==> src/rtl/cpu_ctrl_pkg.sv <==
`default_nettype none
//==============================================================================
// Module : cpu_ctrl_pkg
// Brief  : Control-bus bit map, sequencer state encodings and opcodes.
// Rev    : 1.0
//==============================================================================
package cpu_ctrl_pkg;

    localparam int c_cs_add      = 0;
    localparam int c_cs_comp     = 1;
    localparam int c_cs_sub      = 2;
    localparam int c_cs_xor      = 3;
    localparam int c_cs_and      = 4;
    localparam int c_cs_or       = 5;
    localparam int c_cs_pc_out   = 6;
    localparam int c_cs_pc_inc   = 7;
    localparam int c_cs_mar_in   = 8;
    localparam int c_cs_mem_rd   = 9;
    localparam int c_cs_mem_wr   = 10;
    localparam int c_cs_ir_in    = 11;
    localparam int c_cs_acc_in   = 12;
    localparam int c_cs_acc_out  = 13;
    localparam int c_cs_tmp_in   = 14;
    localparam int c_cs_tmp_out  = 15;
    localparam int c_cs_b_in     = 16;
    localparam int c_cs_b_out    = 17;
    localparam int c_cs_z_out    = 25;
    localparam int c_cs_flag_out = 26;
    localparam int c_cs_halt     = 27;

    typedef enum logic [2:0] {
        RESET_S = 3'd0,
        F1      = 3'd1,
        F2      = 3'd2,
        E1      = 3'd3,
        E2      = 3'd4,
        E3      = 3'd5,
        HALT    = 3'd6
    } state_t;

    localparam logic [7:0] c_op_nop     = 8'h00;
    localparam logic [7:0] c_op_hlt     = 8'h76;
    localparam logic [7:0] c_op_add     = 8'h80;
    localparam logic [7:0] c_op_sub     = 8'h90;
    localparam logic [7:0] c_op_ana     = 8'hA0;
    localparam logic [7:0] c_op_xra     = 8'hA8;
    localparam logic [7:0] c_op_ora     = 8'hB0;
    localparam logic [7:0] c_op_cmp     = 8'hB8;
    localparam logic [7:0] c_op_mov_ab  = 8'h78;
    localparam logic [7:0] c_op_mov_ba  = 8'h47;
    localparam logic [7:0] c_op_mvi     = 8'h3E;
    localparam logic [7:0] c_op_mov_af  = 8'hF1;

    // ALU ops whose result is written back to A in a second execute cycle
    function automatic logic is_alu_op(input logic [7:0] op);
        return op inside {c_op_add, c_op_sub, c_op_ana, c_op_xra, c_op_ora};
    endfunction

endpackage
`default_nettype wire

==> src/rtl/cs_decoder.sv <==
`default_nettype none
//==============================================================================
// Module : cs_decoder
// Brief  : Pure combinational map of (state, IR) to control word and illegal.
// Rev    : 1.0
//==============================================================================
module cs_decoder
    import cpu_ctrl_pkg::*;
#(
    parameter int SZ    = 28,
    parameter int OPC_W = 8
) (
    input  state_t           state,
    input  logic [OPC_W-1:0] ir,
    output logic [SZ-1:0]    cs_bus,
    output logic             illegal
);

    always_comb begin
        cs_bus  = '0;
        illegal = 1'b0;
        unique case (state)
            F1: begin
                cs_bus[c_cs_pc_out] = 1'b1;
                cs_bus[c_cs_mar_in] = 1'b1;
            end
            F2: begin
                cs_bus[c_cs_mem_rd] = 1'b1;
                cs_bus[c_cs_ir_in]  = 1'b1;
                cs_bus[c_cs_pc_inc] = 1'b1;
            end
            E1: begin
                case (ir)
                    c_op_nop, c_op_hlt: ;
                    c_op_add:    begin cs_bus[c_cs_b_out] = 1'b1; cs_bus[c_cs_add]  = 1'b1; end
                    c_op_sub:    begin cs_bus[c_cs_b_out] = 1'b1; cs_bus[c_cs_sub]  = 1'b1; end
                    c_op_ana:    begin cs_bus[c_cs_b_out] = 1'b1; cs_bus[c_cs_and]  = 1'b1; end
                    c_op_xra:    begin cs_bus[c_cs_b_out] = 1'b1; cs_bus[c_cs_xor]  = 1'b1; end
                    c_op_ora:    begin cs_bus[c_cs_b_out] = 1'b1; cs_bus[c_cs_or]   = 1'b1; end
                    c_op_cmp:    begin cs_bus[c_cs_b_out] = 1'b1; cs_bus[c_cs_comp] = 1'b1; end
                    c_op_mov_ab: begin cs_bus[c_cs_b_out] = 1'b1; cs_bus[c_cs_acc_in] = 1'b1; end
                    c_op_mov_ba: begin cs_bus[c_cs_acc_out] = 1'b1; cs_bus[c_cs_b_in] = 1'b1; end
                    c_op_mvi:    begin cs_bus[c_cs_pc_out] = 1'b1; cs_bus[c_cs_mar_in] = 1'b1; end
                    c_op_mov_af: begin cs_bus[c_cs_flag_out] = 1'b1; cs_bus[c_cs_acc_in] = 1'b1; end
                    default:     illegal = 1'b1;
                endcase
            end
            E2: begin
                if (is_alu_op(ir)) begin
                    cs_bus[c_cs_z_out]  = 1'b1;
                    cs_bus[c_cs_acc_in] = 1'b1;
                end else if (ir == c_op_mvi) begin
                    cs_bus[c_cs_mem_rd] = 1'b1;
                    cs_bus[c_cs_acc_in] = 1'b1;
                    cs_bus[c_cs_pc_inc] = 1'b1;
                end
            end
            HALT:    cs_bus[c_cs_halt] = 1'b1;
            default: ;
        endcase
    end

endmodule
`default_nettype wire

==> src/rtl/control_sequencer.sv <==
`default_nettype none
//==============================================================================
// Module : control_sequencer
// Brief  : Hardwired T-state sequencer: state register, IR and memory stalls.
// Rev    : 1.0
//==============================================================================
module control_sequencer
    import cpu_ctrl_pkg::*;
#(
    parameter int SZ    = 28,
    parameter int OPC_W = 8
) (
    input  logic             CLK,
    input  logic             RST_N,
    input  logic [OPC_W-1:0] ibus,
    input  logic             mem_ready,
    output logic [SZ-1:0]    CS_bus,
    output logic [2:0]       t_state,
    output logic             halted,
    output logic             illegal
);

    state_t           r_state;
    state_t           w_next_state;
    logic [OPC_W-1:0] r_ir;

    always_ff @(posedge CLK or negedge RST_N) begin
        if (!RST_N) begin
            r_state <= RESET_S;
            r_ir    <= '0;
        end else begin
            r_state <= w_next_state;
            if (r_state == F2 && mem_ready) begin
                r_ir <= ibus;
            end
        end
    end

    always_comb begin
        w_next_state = r_state;
        unique case (r_state)
            RESET_S: w_next_state = F1;
            F1:      w_next_state = F2;
            F2:      w_next_state = mem_ready ? E1 : F2;
            E1: begin
                if (r_ir == c_op_hlt) begin
                    w_next_state = HALT;
                end else if (is_alu_op(r_ir) || r_ir == c_op_mvi) begin
                    w_next_state = E2;
                end else begin
                    w_next_state = F1;
                end
            end
            // Only the MVI operand read waits on memory in E2
            E2:      w_next_state = (r_ir == c_op_mvi && !mem_ready) ? E2 : F1;
            E3:      w_next_state = F1;
            HALT:    w_next_state = HALT;
            default: w_next_state = F1;
        endcase
    end

    cs_decoder #(
        .SZ    (SZ),
        .OPC_W (OPC_W)
    ) u_cs_decoder (
        .state   (r_state),
        .ir      (r_ir),
        .cs_bus  (CS_bus),
        .illegal (illegal)
    );

    assign t_state = r_state;
    assign halted  = (r_state == HALT);

endmodule
`default_nettype wire

==> config.mk <==
export PLATFORM = sky130hd
export DESIGN_NAME = control_sequencer
export DESIGN_NICKNAME = d
export VERILOG_FILES = /design/src/rtl/cpu_ctrl_pkg.sv /design/src/rtl/cs_decoder.sv /design/src/rtl/control_sequencer.sv
export SDC_FILE = /design/constraint.sdc
export NUM_CORES = 1
export LEC_CHECK = 0
export CELL_PAD_IN_SITES_DETAIL_PLACEMENT = 2
export CELL_PAD_IN_SITES_GLOBAL_PLACEMENT = 2
export CORE_AREA = 2 2 69 71
export CTS_CLUSTER_DIAMETER = 50
export CTS_CLUSTER_SIZE = 24
export DETAILED_ROUTE_END_ITERATION = 16
export DIE_AREA = 0 0 71 73
export PLACE_DENSITY = 0.85
export REMOVE_ABC_BUFFERS = 1
export SETUP_SLACK_MARGIN = 0.15
export SLEW_MARGIN = 10
export SYNTH_ARGS = -nofsm -noshare
export SYNTH_HDL_FRONTEND = slang
export SYNTH_SLANG_ARGS = --single-unit
==> constraint.sdc <==
create_clock -name CLK -period 5.3 [get_ports CLK]
set_input_delay 1.06 -clock CLK [delete_from_list [all_inputs] [get_ports CLK]]
set_output_delay 1.06 -clock CLK [all_outputs]
set_load 0.02 [all_outputs]
==> results of run 1 <==
-- cells in the final DEF (no fill, tap or decap), types with 2 or more instances in the layout --
master	synthesis	routed
mux2_2	8	8
clkdlybuf4s50_1	0	33
clkbuf_8	0	3
inv_1	6	6
nor4_1	7	7
a21oi_1	8	8
and2_1	2	2
o21a_1	2	2
nand2_1	9	9
nand2b_1	5	5
nor2b_1	2	2
nand4_1	2	2
dfrtp_1	11	11
o21ai_0	3	3
o2bb2ai_1	2	2
nor3_2	2	2
conb_1	1	10
nor3_1	3	3
or3_1	3	3
nor2_1	10	10
-- report_power, final --
group	internal (mW)	total (mW)	switching, mW
combinational	0.178	0.376	0.198
clock	0.0527	0.0837	0.0310
sequential	0.123	0.239	0.115
-- cell families (layout without fill, tap and decap cells) --
kind of cell	Yosys count	in the layout	synth area share, %
buffers and inverters	28	43	17.1
muxes	8	8	8.85
xor gates and xnor gates	1	1	0.860
DFF	11	11	27.0
AOI/OAI and AO/OA	22	22	14.3
other	1	10	0.368
and+or+nand+nor	54	54	31.6
-- flip-flops by register name (all words and copies together) (netlist names) --
signal   flops
r_ir         8
t_state      3
-- layer usage --
metal  global-route usage (%)  up-vias
li1                         -      465
met1                     15.7      489
met2                     21.0       22
met3                     1.24        7
met4                     7.34        0
met5                        0        -
-- worst max-delay path, stage by stage (launching register included) --
cell and delay (ns):
dfrtp_1 0.53, nand2_4 0.08, or4b_4 0.56, or3_4 0.41, nor3b_2 0.17, clkdlybuf4s50_1 0.64
-- cell type report --
type	count	area, um^2	area share (%)
well taps	54	67.6	5.03
clock buffers	4	45.0	3.35
multi-input cells	95	603	44.9
flip-flops and latches	11	275	20.5
inverters	6	22.5	1.68
repair buffers	33	330	24.6
-- path summary, 6_finish.rpt --
check,depth (start not counted),startpoint,endpoint,slack (ns)
hold reg to reg,1,r_ir[1]$_DFFE_PN0P_,r_ir[1]$_DFFE_PN0P_,0.59
min in group asynchronous,1,RST_N,r_ir[0]$_DFFE_PN0P_,1.16
setup / recovery,5,t_state[1]$_DFF_PN0_,CS_bus[2],1.60
setup reg to reg,3,t_state[1]$_DFF_PN0_,r_ir[5]$_DFFE_PN0P_,3.52
max in group asynchronous,1,RST_N,r_ir[3]$_DFFE_PN0P_,3.80
hold / removal,1,r_ir[1]$_DFFE_PN0P_,r_ir[1]$_DFFE_PN0P_,0.59
==> metrics.txt, run 1 <==
final cycle utilization of the critical path=69.8%; total core area=0.00454 mm^2; Crit path arrival time=2.64 ns; # diodes=0; clk buf depth=2; synthesized instance count=125; area grow syn2layout=31.9%; WL/cell=14.9 um; post-route ant nets=0; Cell Area, Placed=0.00130 mm^2; asr flop ratio synth=100%; minimum clock period=3.70 ns; final slew viol count=0; Post-synth EDFFs=0; Hold Fails Final Rpt=0; CTS sink count=11; outcome=finished, final reports clean; Skew-Pair Late Insertion Delay=0.24 ns; crit path max fanout=10; Slew HR=53.5%; max frequency=270 MHz; Buffers on Ports=33; count of final setup violators=0; YS warnings=0; DP Worst Slack=1.85 ns; postcts setup bufs=0; H-tree levels=1; Primary FF master, synth=dfrtp_1; initial antenna violation count=0; Die Width=71 um; WL met3=81 um; met2 WL=1550 um; clock-pin slew on the worst setup and hold paths=0.05 ns; CTS Buf Count=3; sequential area share after synthesis=27.0%; GP Congestion=0.763; final hold slack=0.588 ns; Met1 Wirelength=1320 um; DR iter-0 viols=13; standard-cell rows=25; total power=0.698 mW; Yosys reg bits=11; PD cells=520 mW/mm^2; DPL Wire Length=2440 um; routed vias=983; DR vias/cell=4.84; crit end category=output port; Starting Density=22.5%; vias in the first global route=1042; post-cts resize count=0; CTS tree=done; Remaining DRCs=0; Ports=44; First-pass DRT Iterations=3; Die Area=0.00518 mm^2; Yosys top cell area share=27.0%; Distinct cells, synth=40; most frequent cell after synthesis=buf_4; Fillers=519; routed wire length=3030 um; final net count=161; top cells by count, synth=buf_4, dfrtp_1, nor2_1; worst-margin pin slew=0.693 ns; final instance area=0.00134 mm^2; GRT Util Overall=12.5%; synth top area cells=dfrtp_1, buf_4, mux2_2; Non-Filler Instances=203; Netlist Area Pre-Place=0.00102 mm^2; fin util=29.6%; worst hold path class=register to register; pin count of the biggest net entering global routing=15; Critical Path RT=4.24 ns; Max Used Layer=met4; RSZ-0062 raised after global routing=false; Post-Place Cells=199; setup TNS=0 ns; Max-Cap Viols=0; CTS root buffer=clkbuf_8; leakage power=0.492 nW; Peak VDD IR=0.173 mV; Hold-fix buffers, CTS=0; grt ovf=0; area leader, netlist=dfrtp_1; Die H=73 um; clock skew=0.00188 ns; Setup Crit Path Kind=register to output port; mean area per synthesized cell=8.15 um^2; first-pass GRT wire length=5130 um; setup ws final=1.60 ns; CP startpoint kind=register; share of cells above drive strength 1=12.8%
Note: power is estimated with default switching activity, not from simulation.
==> inputs of run 2 (changes only) <==
CORE_AREA = 2 2 70 72   (was 2 2 69 71)
DIE_AREA = 0 0 72 74   (was 0 0 71 73)
PLACE_DENSITY = 0.83   (was 0.85)
clock period = 3.6 ns   (was 5.3 ns; I/O delays follow)
==> run 2 against run 1 <==
  * Clock skew is essentially flat
  * Non-clock buffer count is the same
  * Via count shrank 1.8%
  * Sequential power grew 48%
  * Clock power grew 42%
  * First-iteration DRC count grew 120%
  * Core utilization shrank 0.35 points
  * Sequential share of layout area grew 0.15 points
  * Power grew 46%
  * Flip-flop and latch count is the same
  * Critical endpoint unchanged
==> metrics.txt, run 2 (same netlist as run 1, synthesis figures left out) <==
CTS sink count=11; Skew-Pair Late Insertion Delay=0.23 ns; final net count=161; total core area=0.00460 mm^2; vias in the first global route=1006; post-route ant nets=0; postcts setup bufs=0; met1 Use GR=15.9%; Ports=44; most frequent cells in the layout=clkdlybuf4s50_1, nor2_1, conb_1; grt ovf=0; Critical Path RT=2.88 ns; worst hold path class=register to register; First-pass DRT Iterations=4; setup TNS=0 ns; DR iter-0 viols=28; first-pass GRT wire length=5150 um; total power=1.02 mW; area grow syn2layout=32.2%; Die H=74 um; standard-cell rows=25; Slew HR=57.5%; CP startpoint kind=register; Remaining DRCs=0; outcome=finished, final reports clean; count of final setup violators=0; leakage power=0.490 nW; Die Area=0.00533 mm^2; DP Worst Slack=0.493 ns; pin count of the biggest net entering global routing=15; max reg flops=8; H-tree levels=1; RSZ-0062 raised after global routing=false; Peak VDD IR=0.261 mV; final instance area=0.00135 mm^2; GR Layer Usage met2=21.0%; met3 global-route usage=0.407%; Crit path arrival time=2.57 ns; GRT Util Overall=12.1%; crit end category=output port; initial antenna violation count=0; max frequency=304 MHz; PD cells=759 mW/mm^2; Die Width=72 um; Setup Crit Path Kind=register to output port; WL/cell=14.4 um; DR vias/cell=4.75; CTS root buffer=clkbuf_8; Max-Cap Viols=0; GP Congestion=0.803; post-cts resize count=0; clock-pin slew on the worst setup and hold paths=0.05 ns; final hold slack=0.580 ns; worst-margin pin slew=0.635 ns; DPL Wire Length=2420 um; setup ws final=0.311 ns; crit path max fanout=5; Cell Area, Placed=0.00130 mm^2; share of cells above drive strength 1=14.1%; routed vias=965; Hold-fix buffers, CTS=0; # diodes=0; commonest non-fill, non-tap cell in the layout=clkdlybuf4s50_1; Buffers on Ports=33; most used routing layer=met2; clock skew=0.00238 ns; CTS Buf Count=3; minimum clock period=3.29 ns; final slew viol count=0; CTS tree=done; Starting Density=22.1%; clk buf depth=2; Hold Fails Final Rpt=0; routed wire length=2930 um; final cycle utilization of the critical path=91.4%; register name with the most flops=r_ir
==> run 2: cell types whose count changed in the layout (fill, tap and decap cells not counted) <==
cell	before	now
dfrtp_1	11	9
dfrtp_2	0	2
==> run 2: worst max-delay path: stages, from the launching register on <==
cell             delay [ns]
dfrtp_1                0.40
nor2_1                 0.20
or4b_4                 0.53
or3_4                  0.41
nor3b_2                0.16
clkdlybuf4s50_1        0.63
==> run 2: stage by stage <==
step           cells  utilization [%]
6_report         203             29.3
5_1_grt          203             29.3
4_1_cts          203             29.2
3_5_place_dp     199             28.2
3_3_place_gp     199             28.2
2_1_floorplan    112                -
==> run 2: report_power, final <==
part	switching, mW	total [mW]	internal [mW]
clock network	0.0421	0.119	0.0774
logic	0.288	0.550	0.262
registers	0.168	0.353	0.184
total	0.498	1.02	0.524
==> run 2: metal layers <==
| layer | vias up | share of wire (%) |
|---|---|---|
| met2 | 24 | 53 |
| met1 | 471 | 43 |
| met4 | 0 | 0.55 |
| met3 | 2 | 3.4 |
| li1 | 468 | - |
| met5 | - | 0 |
==> run 2: cell type report <==
type / count / area, um^2
fillers: 532 / 3250
repair buffers: 33 / 330
multi-input cells: 95 / 603
inverters: 6 / 22.5
clock buffers: 4 / 45.0
flip-flops and latches: 11 / 278
well taps: 54 / 67.6
==> run 2: worst paths after layout <==
check                           cells past startpoint                start  slack (ns)                    to
worst max-delay path                                5  r_ir[1]$_DFFE_PN0P_        0.31             CS_bus[2]
worst min-delay path                                1  r_ir[1]$_DFFE_PN0P_        0.58   r_ir[1]$_DFFE_PN0P_
worst max register to register                      4  r_ir[0]$_DFFE_PN0P_        1.88  t_state[0]$_DFF_PN0_
worst min register to register                      1  r_ir[1]$_DFFE_PN0P_        0.58   r_ir[1]$_DFFE_PN0P_
max in group asynchronous                           1                RST_N        2.42  t_state[0]$_DFF_PN0_
min in group asynchronous                           1                RST_N        0.82   r_ir[2]$_DFFE_PN0P_
==> inputs of run 3 (changes only) <==
CELL_PAD_IN_SITES_DETAIL_PLACEMENT = not set   (was 2)
CELL_PAD_IN_SITES_GLOBAL_PLACEMENT = not set   (was 2)
CORE_AREA = 2 2 57 59   (was 2 2 70 72)
DIE_AREA = 0 0 59 61   (was 0 0 72 74)
PLACE_DENSITY = 0.72   (was 0.83)
SKIP_CTS_REPAIR_TIMING = 1   (was not set)
SLEW_MARGIN = 20   (was 10)
==> run 3 against run 2 <==
  * Core utilization grew 15 points
  * Fmax is 1.9% lower
  * Global-route usage increased by 1.3 points
  * Flip-flop and latch count is the same
==> metrics.txt, run 3 (same netlist as run 1, synthesis figures left out) <==
post-route ant nets=0; standard-cell rows=20; clk buf depth=2; met2 WL=1310 um; final cycle utilization of the critical path=93.2%; sequential cell area=275 um^2; fin util=44.0%; DP Worst Slack=0.530 ns; commonest non-fill, non-tap cell in the layout=clkdlybuf4s50_1; First-pass DRT Iterations=5; share of cells above drive strength 1=12.8%; Critical Path RT=2.88 ns; Hold Fails Final Rpt=0; DPL Wire Length=1980 um; total core area=0.00295 mm^2; Max Used Layer=met3; # diodes=0; clock-pin slew on the worst setup and hold paths=0.06 ns; vias in the first global route=867; first-pass GRT wire length=3750 um; area grow syn2layout=27.5%; Setup Crit Path Kind=register to output port; DR vias/cell=5.13; total power=0.955 mW; WL/cell=13.1 um; outcome=finished, final reports clean; RSZ-0062 raised after global routing=false; Ports=44; Slew HR=57.7%; worst hold path class=register to register; pin count of the biggest net entering global routing=15; max reg flops=8; leakage power=0.485 nW; count of final setup violators=0; CTS Buf Count=3; CTS tree=done; setup TNS=0 ns; Buffers on Ports=33; PD cells=735 mW/mm^2; grt ovf=0; final slew viol count=0; final net count=161; Crit path arrival time=2.63 ns; Peak VDD IR=0.429 mV; register name with the most flops=r_ir; WL met3=104 um; worst-margin pin slew=0.631 ns; Die H=61 um; Fillers=295; CTS root buffer=clkbuf_4; crit path max fanout=10; clock skew=0.00297 ns; area of the multi-input gates=603 um^2; CTS sink count=11; CP startpoint kind=register; max frequency=298 MHz; Starting Density=34.5%; GP Congestion=0.854; Remaining DRCs=0; Max-Cap Viols=0; DR iter-0 viols=29; GRT Util Overall=13.4%; crit end category=output port; Skew-Pair Late Insertion Delay=0.25 ns; H-tree levels=1; initial antenna violation count=0; Die Area=0.00360 mm^2; Die Width=59 um; Met1 Wirelength=973 um; routed vias=934; setup ws final=0.246 ns; routed wire length=2380 um; minimum clock period=3.35 ns; most frequent cells in the layout=clkdlybuf4s50_1, dfrtp_1, nor2_1, conb_1, nand2_1
run 3: cell count changes in the layout (fill, tap and decap cells not counted):
cell / before / now
clkbuf_4: 0 / 3
clkbuf_8: 3 / 0
dfrtp_1: 9 / 11
dfrtp_2: 2 / 0
run 3: through the flow:
stage | area [um^2] | hold WS, ns | std cells
after floorplan | 901 | 0.424 | 112
final | 1300 | 0.590 | 182
after global routing | 1300 | 0.598 | 182
after detailed placement | 1270 | 0.570 | 178
after CTS | 1300 | 0.584 | 182
after global placement | 1270 | 0.554 | 178
run 3: layer usage:
metal  track usage (%)  up-vias
met5                 0        -
met4              1.95        0
met3              1.28        0
met2              25.9       31
met1              16.3      435
li1                  -      468
run 3: power by group:
group | leakage [nW] | internal (mW) | switching [mW]
Clock | 0.0150 | 0.0427 | 0.0345
Sequential | 0.132 | 0.181 | 0.160
Combinational | 0.338 | 0.262 | 0.275
run 3: worst paths after layout:
kind / endpoint / start / slack (ns) / cells past startpoint
setup / recovery: CS_bus[2] / t_state[1]$_DFF_PN0_ / 0.25 / 5
max in group asynchronous: t_state[1]$_DFF_PN0_ / RST_N / 2.50 / 1
setup reg to reg: r_ir[1]$_DFFE_PN0P_ / t_state[1]$_DFF_PN0_ / 1.89 / 3
hold / removal: r_ir[2]$_DFFE_PN0P_ / r_ir[2]$_DFFE_PN0P_ / 0.59 / 1
hold reg to reg: r_ir[2]$_DFFE_PN0P_ / r_ir[2]$_DFFE_PN0P_ / 0.59 / 1
min in group asynchronous: r_ir[4]$_DFFE_PN0P_ / RST_N / 0.79 / 1
run 3: worst max-delay path, stage by stage, from the launching register on:
cell,delay (ns)
dfrtp_1,0.53
nand2_4,0.08
or4b_4,0.56
or3_4,0.41
nor3b_2,0.17
clkdlybuf4s50_1,0.63
run 3: layout make-up:
| type | count | area share, % |
|---|---|---|
| clock buffers | 4 | 2.02 |
| inverters | 6 | 1.73 |
| multi-input cells | 95 | 46.4 |
| flip-flops and latches | 11 | 21.2 |
| well taps | 33 | 3.18 |
| repair buffers | 33 | 25.4 |
